==> config.mk <==
export PLATFORM = sky130hd
export DESIGN_NAME = fifo_wr_arbiter
export DESIGN_NICKNAME = d
export VERILOG_FILES = /design/src/rtl/fifo_wr_arbiter.sv
export SDC_FILE = /design/constraint.sdc
export NUM_CORES = 1
export LEC_CHECK = 0
export BUFFER_PORTS_ARGS = -buffer_cell sky130_fd_sc_hd__buf_2
export CAP_MARGIN = 20
export CELL_PAD_IN_SITES_DETAIL_PLACEMENT = 1
export CELL_PAD_IN_SITES_GLOBAL_PLACEMENT = 1
export CORE_ASPECT_RATIO = 1.4
export CORE_MARGIN = 2
export CORE_UTILIZATION = 32
export DETAILED_ROUTE_END_ITERATION = 8
export PLACE_DENSITY = 0.82
export SETUP_SLACK_MARGIN = 0.2
export SYNTH_ARGS = -nofsm -noshare
export SYNTH_HDL_FRONTEND = slang
export SYNTH_SLANG_ARGS = --single-unit
==> constraint.sdc <==
create_clock -name wr_clk -period 3.3 [get_ports wr_clk]
set_input_delay 0.165 -clock wr_clk [delete_from_list [all_inputs] [get_ports wr_clk]]
set_output_delay 0.165 -clock wr_clk [all_outputs]
set_load 0.01 [all_outputs]
==> src/rtl/fifo_wr_arbiter.sv <==
// fifo_wr_arbiter: round-robin arbiter that lets one of NUM_REQ requesters
// write a burst of up to MAX_BURST words into a shared FIFO.
// Optional feature: define FIFO_WR_ARB_STATS_EN to add the 16-bit wr_count
// output that counts every FIFO write cycle.
module fifo_wr_arbiter #(
  parameter int NUM_REQ   = 4,
  parameter int DATA_W    = 8,
  parameter int MAX_BURST = 4
) (
  input  logic                      wr_clk,
  input  logic                      rst,
  input  logic [NUM_REQ-1:0]        req,
  input  logic [NUM_REQ*DATA_W-1:0] req_data,
  input  logic                      full,
  output logic [NUM_REQ-1:0]        gnt,
  output logic [NUM_REQ-1:0]        ack,
  output logic                      wr_en,
  output logic [DATA_W-1:0]         data_in,
  output logic                      busy
`ifdef FIFO_WR_ARB_STATS_EN
  ,
  output logic [15:0]               wr_count
`endif
);

  localparam int IDX_W = $clog2(NUM_REQ);
  localparam logic [IDX_W-1:0] LAST_RST = IDX_W'(NUM_REQ - 1);
  localparam logic [3:0] MAX_BURST_C = 4'(MAX_BURST);

  typedef enum logic {
    ST_IDLE  = 1'b0,
    ST_BURST = 1'b1
  } state_t;

  state_t             state_r;
  logic [NUM_REQ-1:0] gnt_r;
  logic [IDX_W-1:0]   last_owner_r;
  logic [3:0]         burst_cnt_r;

  logic [IDX_W:0]     pick_s;
  logic               owner_req_s;
  logic               wr_en_s;
  logic [3:0]         cnt_inc_s;

  // Round-robin pick: bit IDX_W flags a hit, low bits give the index.
  // Scanning from the farthest candidate down leaves the nearest one after
  // 'last' as the final assignment, so the just-served owner ranks lowest.
  function automatic logic [IDX_W:0] pick_next(input logic [NUM_REQ-1:0] r,
                                               input logic [IDX_W-1:0]   last);
    logic [IDX_W:0] res;
    int idx;
    res = {(IDX_W + 1){1'b0}};
    for (int i = NUM_REQ; i >= 1; i--) begin
      idx = int'(last) + i;
      if (idx >= NUM_REQ) begin
        idx = idx - NUM_REQ;
      end else begin
        idx = idx;
      end
      if (r[idx]) begin
        res = {1'b1, IDX_W'(idx)};
      end else begin
        res = res;
      end
    end
    return res;
  endfunction

  // Arbitration candidate and write qualification from the registered grant.
  always_comb begin
    pick_s      = pick_next(req, last_owner_r);
    owner_req_s = |(req & gnt_r);
    wr_en_s     = owner_req_s & ~full;
    cnt_inc_s   = burst_cnt_r + 4'd1;
  end

  // Arbiter FSM: grant in IDLE, count writes in BURST, exit on drop or limit.
  always_ff @(posedge wr_clk) begin
    if (rst) begin
      state_r      <= ST_IDLE;
      gnt_r        <= {NUM_REQ{1'b0}};
      burst_cnt_r  <= 4'd0;
      last_owner_r <= LAST_RST;
    end else begin
      case (state_r)
        ST_IDLE: begin
          if (pick_s[IDX_W]) begin
            state_r      <= ST_BURST;
            gnt_r        <= {{(NUM_REQ-1){1'b0}}, 1'b1} << pick_s[IDX_W-1:0];
            last_owner_r <= pick_s[IDX_W-1:0];
            burst_cnt_r  <= 4'd0;
          end
        end
        ST_BURST: begin
          if (!owner_req_s) begin
            state_r <= ST_IDLE;
            gnt_r   <= {NUM_REQ{1'b0}};
          end else if (wr_en_s) begin
            burst_cnt_r <= cnt_inc_s;
            if (cnt_inc_s == MAX_BURST_C) begin
              state_r <= ST_IDLE;
              gnt_r   <= {NUM_REQ{1'b0}};
            end
          end
        end
        default: begin
          state_r <= ST_IDLE;
          gnt_r   <= {NUM_REQ{1'b0}};
        end
      endcase
    end
  end

  // FIFO-side outputs; data and ack are forced to zero when nothing is written.
  always_comb begin
    gnt   = gnt_r;
    busy  = (state_r == ST_BURST);
    wr_en = wr_en_s;
    if (wr_en_s) begin
      ack     = gnt_r;
      data_in = req_data[last_owner_r*DATA_W +: DATA_W];
    end else begin
      ack     = {NUM_REQ{1'b0}};
      data_in = {DATA_W{1'b0}};
    end
  end

`ifdef FIFO_WR_ARB_STATS_EN
  logic [15:0] wr_count_r;

  // Total write-cycle counter, wraps naturally from 16'hFFFF to 0.
  always_ff @(posedge wr_clk) begin
    if (rst) begin
      wr_count_r <= 16'd0;
    end else if (wr_en_s) begin
      wr_count_r <= wr_count_r + 16'd1;
    end
  end

  assign wr_count = wr_count_r;
`endif

endmodule

### Word-level counts from Yosys, hierarchy flattened

Index checks and enable logic that the tools add are counted.

* word-level logic and storage cells: 73
* latch bits: 0
* output and inout bits: 18
* ROM bits: 0
* memories: 0
* input port bits: 39
* RAM bits: 0
* register bits after elaboration: 11

* mux-type cells: 36
* shifts and indexed selects: 2
* order comparisons: 8
* reduce and logical (&&, ||, !) cells: 4
* div/mod/pow operators: 0
* bitwise logic cells: 4
* add/subtract/negate cells: 9
* equal/unequal tests: 6
* multiply operators: 0

Operator list (number)
* < comparator 32 x 4 -> 1 bit (second input constant): 4
* two-way mux 32 bit: 4
* two-way mux 4 bit: 8
* indexed part select 32 x 6 -> 8 bit: 1
* case mux 4 bit (2 select lines): 2
* two-way mux 1 bit: 12
* two-way mux 3 bit: 4
* subtractor 3 x 3 -> 4 bit (second input constant): 3
* greater-or-equal comparator 3 bit (second input constant): 3
* binary-select mux 1 bit (select 2 bit): 4
* two-way mux 8 bit: 1
* adder 2 x 2 -> 3 bit (second input constant): 2
* AND reduction 3 bit: 2
* subtractor 4 x 3 -> 5 bit (second input constant): 1
* adder 2 x 3 -> 4 bit (second input constant): 1
* adder 4 x 1 -> 4 bit (second input constant): 1
* AND 4 bit: 1
* equality test 4 x 3 -> 1 bit (second input constant): 1
* greater-or-equal comparator 4 x 3 -> 1 bit (second input constant): 1
* inequality test 2 bit (second input constant): 2
* OR reduction 4 bit: 1
* << shifter 1 x 2 -> 4 bit (first input constant): 1
* adder 2 x 1 -> 3 bit (second input constant): 1
* inequality test 3 x 2 -> 1 bit (second input constant): 1
* other kinds (6): 7

### Logic depth before layout (Yosys ltp)

* depth in word-level cells: 13
* depth in mapped cells: 5
* mapped depth without buffers: 5

### Least setup slack after synthesis

Ideal clock, no wire load.

* path type: register -> register
* from: register gnt_r[1], in the netlist gnt[1]
* to: register burst_cnt_r[3]
* setup slack: 1.870 ns
* buffers on the path: 0
* stages on the path, launching flop included: 5
* clock period less this slack: 1.430 ns
* data arrival time: 1.307 ns
* setup time: 0.123 ns
* data required time: 3.177 ns
* cell sequence: dfxtp_1 > a22oi_1 > a211oi_2 > nand4_1 > mux2_1

* cells in the longest elaborated chain, start to end: 5
* elaborated cells between the ends (all ways): 6
* those cells by class: 2 x eq/ne; 2 x bitwise; 2 x reduce/logical

Ends and longest elaborated chain
* start: declaration: line 36 `logic [NUM_REQ-1:0] gnt_r;`
* start signal: assignment: line 81 `gnt_r <= {NUM_REQ{1'b0}};`
* start signal: assignment: line 89 `gnt_r <= {{(NUM_REQ-1){1'b0}}, 1'b1} << pick_s[IDX_W-1:0];`
* start signal: assignment: line 97 `gnt_r <= {NUM_REQ{1'b0}};`
* AND 4 bit (*): line 72 `owner_req_s = |(req & gnt_r);`
* OR reduction 4 bit (*): line 72
* AND 1 bit: line 73 `wr_en_s = owner_req_s & ~full;`
* inequality test 2 bit (no source line)
* AND reduction 3 bit (no source line) (*)
* end signal: assignment: line 99 `burst_cnt_r <= cnt_inc_s;`
* end: declaration: line 38 `logic [3:0] burst_cnt_r;`

Mark *: on every way between the ends. The rest lies on a longest branch, timed or not.
A chain may end at the register's enable or synchronous reset.

### Worst setup path after layout

* from: register gnt_r[1], in the netlist gnt[1]
* to: output data_in[7]

* cells in the longest elaborated chain, start to end: 4

Ends and longest elaborated chain
* AND 4 bit: line 72
* OR reduction 4 bit: line 72
* AND 1 bit: line 73
* two-way mux 8 bit: line 119 `if (wr_en_s) begin`
* end: declaration: line 18 `output logic [DATA_W-1:0] data_in,`

Every way passes these cells.

==> flow_metrics.env <==
export IMPL_status="completed"
export IMPL_ys_ff_latch=11
export IMPL_synth_top_cell_area_share_pct=24.4
export IMPL_combPwrFrac_pct=33.4
export IMPL_worstSkewPairLatency_ns=0.27
export IMPL_muxShareOfSynthArea_pct=21.2
export IMPL_synth_area_leader_cell="dfxtp_1"
export IMPL_gp_congestion=0.731
export IMPL_power_share_sequential_pct=41.7
export IMPL_path_class="flip-flop to primary output"
export IMPL_drive_gt1_share_pct=47.7
export IMPL_fp_row_count=22
export IMPL_grt_max_degree=14
export IMPL_cts_sink_count=11
export IMPL_worstPathCellList="a22oi_1 -> a21oi_1 -> and2_1 -> buf_2"
export IMPL_p_clk_share_pct=24.8
export IMPL_cts_resized=0
export IMPL_finalSetupViolCount=0
export IMPL_hold_violations=0
export IMPL_worstMarginPinSlew_ns=0.875
export IMPL_pin_count=57
export IMPL_final_area_sq_um=1220
export IMPL_grt_ovfl_total=0
export IMPL_timing_slew_headroom_pct=41.6
export IMPL_num_antenna_cells=0
export IMPL_die_x_microns=48.9
export IMPL_maxCapViolations=0
export IMPL_min_path_cells=2
export IMPL_switching_share_pct=31.8
export IMPL_die_area_sq_um=3270
export IMPL_clk_pin_slew_ns=0.07
export IMPL_setup_worst_path_start="gnt[1]"
export IMPL_synth_top_family_by_area="simple AND/OR/NAND/NOR gates"
export IMPL_min_from="rst"
export IMPL_synth_distinct_cells=37
export IMPL_cts_tree="done"
export IMPL_power_density_nw_per_um2=312
export IMPL_end_kind="primary output"
export IMPL_core_area_sq_um=2640
export IMPL_cp_buffers_inverters=1
export IMPL_final_setup_tns_ns=0
export IMPL_cts_max_path_buffers=2
export IMPL_vias_per_cell=5.45
export IMPL_peakVddDrop_mv=0.220
export IMPL_start_util_pct=34.2
export IMPL_p_int_uw=261
export IMPL_hold_class="primary input to flip-flop"
export IMPL_layout_min_cycle_time_ns=2.05
export IMPL_cts_root_buf="clkbuf_4"
export IMPL_die_h_microns=66.9
export IMPL_worstPathArrival_ns=1.88
export IMPL_cpMaxStageDelayCell="a21oi_1"
export IMPL_drv_slew=0
export IMPL_dpl_cell_area_sq_um=1200
export IMPL_cts_made_buffers=3
export IMPL_yosys_area_share_simple_pct=25.8
export IMPL_place_hpwl_mm=2.33
export IMPL_cts_hold_buf=0
export IMPL_drtIter0Drc=12
export IMPL_synth_xor_area_share_pct=0.970
export IMPL_crit_path_start_kind="flip-flop"
export IMPL_grt_pass1_vias=1029
export IMPL_synth_compound_area_share_pct=20.4
export IMPL_hold_end="busy"
export IMPL_critPathMaxStageDelay_ns=0.73
export IMPL_crit_family="compound AO/OA/AOI/OAI gates"
export IMPL_syn_avg_cell_area_sq_um=9.41
export IMPL_grt_antenna_before_repair=0
export IMPL_fin_crit_sh_pct=62.1
export IMPL_htree_levels=1
export IMPL_synth_adder_area_share_pct=2.77
export IMPL_rr_startpoint="last_owner_r[0]"
export IMPL_p_leak_nw=0.578
export IMPL_first_pass_iters=4
export IMPL_r2r_end="gnt[0]"
export IMPL_synthTopCellsByArea="dfxtp_1 24%, mux4_2 20%, and2_1 8.3%, a21oi_1 3.9%, o32ai_1 3.9%"
export IMPL_post_drt_wl_per_cell_microns=15.0
export IMPL_rsz0062_at_grt="false"
export IMPL_cp_max_fo=13
export IMPL_grt_pass1_wl_mm=4.72
export IMPL_r2r_slack_ns=1.55
export IMPL_layout_nets=193
export IMPL_syn_cell_area_sq_um=903
export IMPL_wirelength_mm=2.80
export IMPL_drc=0
export IMPL_vias=1019
export IMPL_timing_fmax_mhz=488
export IMPL_power_switching_uw=122
export IMPL_gr_usage_all_layers_pct=18.6
export IMPL_io_buffer_count=56
export IMPL_finClkSkew_ns=0.00284
export IMPL_ys_seq_area_share_pct=24.4
export IMPL_yosysWarnings=0
export IMPL_post_cts_buffers=0
export IMPL_syn_nets=137
export IMPL_netlist_instances=96
export IMPL_postRouteAntennaNets=0
export IMPL_reg2reg_depth=4
export IMPL_area_growth_pct=35.6
export IMPL_required_ns=3.13
cell families after synthesis:
group,Yosys count
multiplexers,9
flip-flops,11
adder cells (fa/ha/maj),2
AND/OR/NAND/NOR,39
AO/OA/AOI/OAI,26
XOR/XNOR,1
buffers and inverters,8
synthesized netlist by cell type:
cell,count
and2_1,12
dfxtp_1,11
mux4_2,8
nand2_1,8
a21oi_1,7
nor2b_1,4
o32ai_1,4
a22oi_1,3
inv_1,3
nand3b_1,3
nor2_1,3
o21ai_0,3
clkbuf_1,2
ha_1,2
a211oi_2,1
a21o_1,1
a31oi_1,1
and3_2,1
and4_1,1
buf_1,1
buf_4,1
buf_6,1
mux2_1,1
nand2b_1,1
nand4_1,1
nor4_1,1
o2111ai_1,1
o211ai_1,1
o21bai_1,1
o22ai_1,1
o311a_2,1
o311ai_0,1
or2_0,1
or2b_1,1
or2b_2,1
or3_4,1
xor2_1,1
power by group through the flow:
stage,Combinational [mW],Sequential (mW),Clock (mW)
detailed placement,0.129,0.164,0
finish,0.128,0.160,0.0950
CTS,0.129,0.160,0.0966
global placement,0.124,0.163,0
global route,0.141,0.163,0.0990
floorplan,0.0920,0.153,0
worst max path at each step:
stage,depth (start not counted),slack [ns],end
finish,4,1.25,data_in[7]
global route,4,1.12,ack[0]
CTS,3,1.25,data_in[7]
detailed placement,4,1.51,gnt[0]
global placement,4,1.59,data_in[2]
floorplan,4,1.87,burst_cnt_r[3]
per-layer routing:
metal / wire length (microns) / track usage [%] / vias up / part of all wire (%)
met3: 286 / 6.28 / 7 / 10
met5: 0 / 0 / - / 0
met1: 1090 / 19.5 / 478 / 39
met4: 70 / 8.93 / 0 / 2.5
li1: - / - / 479 / -
met2: 1350 / 33.4 / 55 / 48
area by class of cell:
type	instances	area, sq um
well taps	36	45.0
flip-flops and latches	11	220
fillers	356	1420
inverters	3	11.3
clock buffers	4	26.3
multi-input cells	77	642
repair buffers	56	280
sequential cells by signal (all words and copies together), names as in the netlist:
| register | cells |
|---|---|
| busy | 1 |
| gnt | 4 |
| burst_cnt_r | 4 |
| last_owner_r | 2 |
per-stage QoR:
stage / cells / setup slack, ns / hold WS, ns / util [%] / power [mW]
after floorplan: 96 / 1.87 / 0.332 / - / 0.245
after global placement: 183 / 1.59 / 0.482 / 45.4 / 0.287
after detailed placement: 183 / 1.51 / 0.489 / 45.4 / 0.293
after CTS: 187 / 1.25 / 0.200 / 46.4 / 0.386
after global routing: 187 / 1.12 / 0.232 / 46.4 / 0.404
final: 187 / 1.25 / 0.198 / 46.4 / 0.383
layout by cell type, fill, tap and decap left out, types with 2 or more instances in the layout:
cell	instances
inv_1	3
a21oi_1	7
buf_2	56
o21ai_0	3
ha_1	2
nor2_1	3
mux4_2	8
nor2b_1	4
dfxtp_1	11
nand3b_1	3
a22oi_1	3
nand2_1	8
and2_1	12
clkbuf_4	3
o32ai_1	4
Power figures use the tool's default switching activity.
